===== src/rtl/oam_dma_if.sv =====
// CPU-bus / OAM write-port bundle for the sprite DMA engine.
interface oam_dma_if #(
    parameter int unsigned OAM_AW = 8
);
    logic              reg_wr_en;
    logic [7:0]        reg_data;
    logic [7:0]        oam_base;
    logic              cpu_halt;
    logic              busy;
    logic              done;
    logic              mem_re;
    logic [15:0]       mem_addr;
    logic [7:0]        mem_rdata;
    logic [OAM_AW-1:0] oam_addr;
    logic              oam_we;
    logic [7:0]        oam_data;

    modport master (
        input  reg_wr_en, reg_data, oam_base, mem_rdata,
        output cpu_halt, busy, done, mem_re, mem_addr, oam_addr, oam_we, oam_data
    );

    modport slave (
        output reg_wr_en, reg_data, oam_base, mem_rdata,
        input  cpu_halt, busy, done, mem_re, mem_addr, oam_addr, oam_we, oam_data
    );
endinterface


===== src/rtl/oam_dma.sv =====
// Sprite DMA: halts the CPU and copies one 256-byte CPU page into OAM,
// alternating get/put CPU cycles for 513/514-cycle NES timing.
module oam_dma #(
    parameter int unsigned OAM_AW = 8
) (
    input  logic         clk,
    input  logic         rst_n,
    input  logic         cpu_clk_en,
    oam_dma_if.master    bus
);
    localparam int unsigned CNT_W  = 8;
    localparam int unsigned PAGE_W = 8;
    localparam int unsigned ADDR_W = 16;

    typedef enum logic [2:0] {
        S_IDLE,
        S_HALT,
        S_ALIGN,
        S_READ,
        S_WRITE
    } state_t;

    state_t              state_q, state_d;
    logic                cyc_odd_q;
    logic [CNT_W-1:0]    cnt_q, cnt_d;
    logic [PAGE_W-1:0]   page_q, page_d;
    logic [7:0]          base_q, base_d;
    logic [7:0]          data_q, data_d;
    logic                halt_q, halt_d;
    logic                busy_q, busy_d;
    logic                done_q, done_d;
    logic                mem_re_q, mem_re_d;
    logic [ADDR_W-1:0]   mem_addr_q, mem_addr_d;
    logic [OAM_AW-1:0]   oam_addr_q, oam_addr_d;
    logic                oam_we_q, oam_we_d;

    // State, datapath and registered outputs advance only on CPU-cycle enables;
    // done is a single master-clock pulse so it clears on the next clk edge.
    always_ff @(posedge clk or negedge rst_n) begin
        if (!rst_n) begin
            state_q    <= S_IDLE;
            cyc_odd_q  <= 1'b0;
            cnt_q      <= '0;
            page_q     <= '0;
            base_q     <= '0;
            data_q     <= '0;
            halt_q     <= 1'b0;
            busy_q     <= 1'b0;
            done_q     <= 1'b0;
            mem_re_q   <= 1'b0;
            mem_addr_q <= '0;
            oam_addr_q <= '0;
            oam_we_q   <= 1'b0;
        end else begin
            done_q <= cpu_clk_en & done_d;
            if (cpu_clk_en) begin
                state_q    <= state_d;
                cyc_odd_q  <= ~cyc_odd_q;
                cnt_q      <= cnt_d;
                page_q     <= page_d;
                base_q     <= base_d;
                data_q     <= data_d;
                halt_q     <= halt_d;
                busy_q     <= busy_d;
                mem_re_q   <= mem_re_d;
                mem_addr_q <= mem_addr_d;
                oam_addr_q <= oam_addr_d;
                oam_we_q   <= oam_we_d;
            end
        end
    end

    // Next state plus next-cycle outputs, so every output is a flop.
    always_comb begin
        state_d    = state_q;
        cnt_d      = cnt_q;
        page_d     = page_q;
        base_d     = base_q;
        data_d     = data_q;
        done_d     = 1'b0;
        mem_addr_d = mem_addr_q;
        oam_addr_d = oam_addr_q;

        case (state_q)
            S_IDLE: begin
                if (bus.reg_wr_en) begin
                    page_d  = bus.reg_data;
                    base_d  = bus.oam_base;
                    cnt_d   = '0;
                    state_d = S_HALT;
                end
            end
            S_HALT:  state_d = cyc_odd_q ? S_READ : S_ALIGN;
            S_ALIGN: state_d = S_READ;
            S_READ: begin
                data_d  = bus.mem_rdata;
                state_d = S_WRITE;
            end
            S_WRITE: begin
                if (cnt_q == CNT_W'(255)) begin
                    done_d  = 1'b1;
                    state_d = S_IDLE;
                end else begin
                    cnt_d   = cnt_q + CNT_W'(1);
                    state_d = S_READ;
                end
            end
            default: state_d = S_IDLE;
        endcase

        halt_d   = (state_d != S_IDLE);
        busy_d   = (state_d != S_IDLE);
        mem_re_d = (state_d == S_READ);
        oam_we_d = (state_d == S_WRITE);
        if (mem_re_d) begin
            mem_addr_d = {page_d, cnt_d};
        end
        if (oam_we_d) begin
            oam_addr_d = OAM_AW'(base_d + cnt_d);
        end
    end

    assign bus.cpu_halt = halt_q;
    assign bus.busy     = busy_q;
    assign bus.done     = done_q;
    assign bus.mem_re   = mem_re_q;
    assign bus.mem_addr = mem_addr_q;
    assign bus.oam_addr = oam_addr_q;
    assign bus.oam_we   = oam_we_q;
    assign bus.oam_data = data_q;
endmodule


===== src/flat_wrapper.sv =====
// flat-port wrapper written by rule: the top's interface ports become plain ports
module oam_dma_flat 
#(
    parameter int unsigned OAM_AW = 8
)
  (clk, rst_n, cpu_clk_en, bus_reg_wr_en, bus_reg_data, bus_oam_base, bus_mem_rdata, bus_cpu_halt, bus_busy, bus_done, bus_mem_re, bus_mem_addr, bus_oam_addr, bus_oam_we, bus_oam_data);
  oam_dma_if #(.OAM_AW(OAM_AW)) bus_i ();
  input  logic clk;
  input  logic rst_n;
  input  logic cpu_clk_en;
  input wire logic [$bits(bus_i.reg_wr_en)-1:0] bus_reg_wr_en;
  input wire logic [$bits(bus_i.reg_data)-1:0] bus_reg_data;
  input wire logic [$bits(bus_i.oam_base)-1:0] bus_oam_base;
  input wire logic [$bits(bus_i.mem_rdata)-1:0] bus_mem_rdata;
  output wire logic [$bits(bus_i.cpu_halt)-1:0] bus_cpu_halt;
  output wire logic [$bits(bus_i.busy)-1:0] bus_busy;
  output wire logic [$bits(bus_i.done)-1:0] bus_done;
  output wire logic [$bits(bus_i.mem_re)-1:0] bus_mem_re;
  output wire logic [$bits(bus_i.mem_addr)-1:0] bus_mem_addr;
  output wire logic [$bits(bus_i.oam_addr)-1:0] bus_oam_addr;
  output wire logic [$bits(bus_i.oam_we)-1:0] bus_oam_we;
  output wire logic [$bits(bus_i.oam_data)-1:0] bus_oam_data;
  assign bus_i.reg_wr_en = bus_reg_wr_en;
  assign bus_i.reg_data = bus_reg_data;
  assign bus_i.oam_base = bus_oam_base;
  assign bus_i.mem_rdata = bus_mem_rdata;
  assign bus_cpu_halt = bus_i.cpu_halt;
  assign bus_busy = bus_i.busy;
  assign bus_done = bus_i.done;
  assign bus_mem_re = bus_i.mem_re;
  assign bus_mem_addr = bus_i.mem_addr;
  assign bus_oam_addr = bus_i.oam_addr;
  assign bus_oam_we = bus_i.oam_we;
  assign bus_oam_data = bus_i.oam_data;
  oam_dma #(.OAM_AW(OAM_AW)) u_core (.clk(clk), .rst_n(rst_n), .cpu_clk_en(cpu_clk_en), .bus(bus_i));
endmodule

===== config.mk =====
export PLATFORM = sky130hd
export DESIGN_NAME = oam_dma_flat
export DESIGN_NICKNAME = d
export VERILOG_FILES = /design/src/rtl/oam_dma_if.sv /design/src/rtl/oam_dma.sv /design/src/flat_wrapper.sv
export SDC_FILE = /design/constraint.sdc
export NUM_CORES = 1
export LEC_CHECK = 0
export CAP_MARGIN = 5
export CORE_MARGIN = 5
export CORE_UTILIZATION = 61
export CTS_CLUSTER_SIZE = 30
export DETAILED_ROUTE_END_ITERATION = 6
export DONT_BUFFER_PORTS = 1
export GPL_TIMING_DRIVEN = 0
export PLACE_DENSITY = 0.74
export RECOVER_POWER = 25
export SLEW_MARGIN = 25
export SYNTH_ARGS = -nofsm -noshare
export SYNTH_HDL_FRONTEND = slang
export SYNTH_SLANG_ARGS = --single-unit

===== constraint.sdc =====
create_clock -name clk -period 3.9 [get_ports clk]
set_input_delay 0.585 -clock clk [delete_from_list [all_inputs] [get_ports clk]]
set_output_delay 0.585 -clock clk [all_outputs]
set_load 0.005 [all_outputs]

==> results.md <==
* Clock root buffer: clkbuf_8
* GPL Wtd Cong at just under 0.9
* Drt pass-1 iters at 5
* Routed WL at approximately 6400 um
* Crit path max fanout at 10
* Highest Clock Rate at 278.7 MHz
* Global-route wire length before repair at between 10000 and 15000 um
* CTS tree: done
* Drt via density at between 5 and 6
* Cell Pwr Density at 857.1 mW/mm^2
* Worst-path clk slew at 70 ps
* Worst setup SP type: flop
* Placed cells at approximately 350
* Compound-Gate Fraction of Synth Area at 0.08600
* Area of the multi-input gates at 0.001519 mm^2
* Vias at 2106
* RSZ-0062 raised after global routing: false
* Commonest cells after routing, fill and taps aside: dfrtp_1 (64), mux2_2 (44), nor2_1 (38)
* Clock latency on the worst-skew pair at 330 ps
* Number of synthesized flops with an enable pin at 0
* Main flop type after synthesis: dfrtp_1
* Crit path arrival time at 3790 ps
* Hold Crit Class: in2reg
* Slew @ Worst Pin at approximately 2800 ps
* Reg area at about 0.0016 mm^2
* Post-route ant nets at 0
* Leading cell type in the layout, fill and taps excluded: dfrtp_1
* Share of flip-flops with an asynchronous set or reset at 1.000
* Synth unique cells at 44
* Peak VDD IR at 0.4968 mV
* Initial core utilization at 0.6312
* WL per Instance at 17.43 um
* Finished Layout Cells at 369
* #FFs+latches synth at 64
* FP Rows at 26
* Max-cap violations at 1
* Post-Synth Simple-Gate Area at 0.1107
* Die X-Extent at 82.93 um
* Period Utilization, post-route at 0.9199
* Number of global-route vias before repair at 2145
* Slew headroom at -0.8968
* Synth Area in Adders at 0.03702
* Grt total ovfl at 0
* Resize count post-CTS at 0
* CTS Buf Count at 9
* Chip height at 82.93 um
* Total GRT Usage at 0.1970
* Crit path time final at ~3600 ps
* CP Capture Type: flop
* Deepest level of the CTS H-tree at 3
* # port buffers at 0
* CP Data Required Time at between 4000 and 5000 ps
* Post-synthesis mux area share at 0.2021
* Slew Limit Fails at 65
* Nets at 331
* Setup Skew at 5.264 ps
* Mapped Cells at roughly 280
* Failing checks: max-capacitance violations, max-slew violations
* Critical path type: reg2reg
* Setup tns final at 0 ps
* Clk buf depth at 2
* # diodes at 0
* Post-synthesis xor/xnor area fraction at 0.03239
* P&R area growth vs syn at 9.140%
* Synth warn at 0
* Final Hold Viols at 0
* Largest net degree at the start of global routing at 65
* Core area at 0.005140 mm^2
* Fill cells at 414
* Die area at approximately 0.007 mm^2
* I/O pin total at 65
* Status: finished, violations left
* Seq/Total Area, Yosys at 0.4936
* Remaining DRCs at 0
* Hold Worst Slack at 396.0 ps
* Syn nets at 319
* DRT iter0 DRCs at 107
* Largest family of logic cells by synthesized area: multiplexers
* Postcts setup bufs at 0
* P_leak at 1.589 nW
* Post-synthesis average cell area at 11.50 um^2
* HPWL Detailed at between 4000 and 5000 um
* Initial antenna violation count at 0
* CTS Sinks at between 60 and 70
* Final Power at 3.035 mW
* Cts-stage hold buffer count at 1
* Layout cells sized above 1 at 0.2809
* Post-Synthesis Cell Area at 0.003244 mm^2
* Final setup violation count at 0
## where the power goes
| part | switching, mW | internal [mW] | leakage, nW |
|---|---|---|---|
| sequential | 0.217 | 0.961 | 0.778 |
| clock | 0.240 | 0.329 | 0.103 |
| combinational | 0.612 | 0.676 | 0.707 |
## state kept, by name, indices dropped and copies added, names as in the netlist
register and count:
u_core.base_q 8, u_core.bus.cpu_halt 1, u_core.bus.done 1, u_core.bus.mem_addr 16
u_core.bus.mem_re 1, u_core.bus.oam_addr 8, u_core.bus.oam_data 8, u_core.bus.oam_we 1
u_core.cnt_q 8, u_core.cyc_odd_q 1, u_core.page_q 8, u_core.state_q 3
## synthesized netlist by cell type, types with 2 or more instances
library cell,number,share of area
buf_2,3,0.0046
mux2_2,44,0.15
clkbuf_1,6,0.0069
o21ai_0,13,0.020
xor2_1,6,0.016
nor3_1,2,0.0031
a21oi_1,12,0.019
mux2i_1,4,0.012
ha_1,8,0.031
inv_1,8,0.0093
xnor2_1,6,0.016
a21o_1,4,0.0093
nor2_1,38,0.044
a31oi_1,2,0.0039
o21ai_1,3,0.0046
a211o_1,2,0.0054
buf_4,4,0.0093
nand4_1,4,0.0077
nand2_1,17,0.020
mux2_4,8,0.037
nand3_1,2,0.0031
dfrtp_1,64,0.49
## metrics by stage
step           area (um^2)  utilization  setup slack, ps
2_1_floorplan         3244            -            779.3
3_3_place_gp          3332       0.6482            386.2
3_5_place_dp          3332       0.6482            333.3
4_1_cts               3558       0.6923            308.7
5_1_grt               3541       0.6889            179.0
6_report              3541       0.6889            312.3
## metal layers
layer / vias up / wire (um) / part of all wire / track usage
li1: 1014 / - / - / -
met1: 1028 / 2869 / 0.45 / 0.2565
met2: 56 / 2979 / 0.46 / 0.3061
met3: 8 / 502 / 0.078 / 0.06634
met4: 0 / 82 / 0.013 / 0.07281
met5: - / 0 / 0 / 0
## worst max-delay path: stages (launching register included)
cell and delay (ps):
dfrtp_1 380, buf_2 190, nor4b_4 600, buf_4 300, mux2_2 380, ha_1 240, fa_1 410, a21o_1 200
a21oi_1 220, o21bai_1 90, a21oi_1 190, xor2_1 180, o21ai_0 90
## logic make-up after synthesis
group | Yosys count
adders and majority gates | 9
and+or+nand+nor | 73
AOI/OAI and AO/OA | 45
DFF | 64
muxes | 56
xor gates and xnor gates | 12
buffers and inverters | 23
## cell type report
class | count | share of cell area
buffer | 15 | 0.02650
inverter | 8 | 0.008481
timing repair buffer | 1 | 0.002827
tap | 70 | 0.02473
clock buffer | 13 | 0.04488
multi-input combinational | 195 | 0.4290
clock inverter | 3 | 0.01131
sequential | 64 | 0.4523
## path summary, 6_finish.rpt
check | startpoint | to | slack, ps | cells past startpoint
worst max-delay path | u_core.state_q[0] | u_core.bus.oam_addr[6] | 310 | 12
worst min-delay path | bus_mem_rdata[1] | u_core.bus.oam_data[1] | 400 | 1
worst max register to register | u_core.state_q[0] | u_core.bus.oam_addr[6] | 310 | 12
worst min register to register | u_core.cyc_odd_q | u_core.cyc_odd_q | 480 | 1
max in group asynchronous | rst_n | u_core.bus.mem_addr[11] | 910 | 1
min in group asynchronous | rst_n | u_core.bus.oam_data[7] | 1350 | 1
Power figures use the tool's default switching activity.
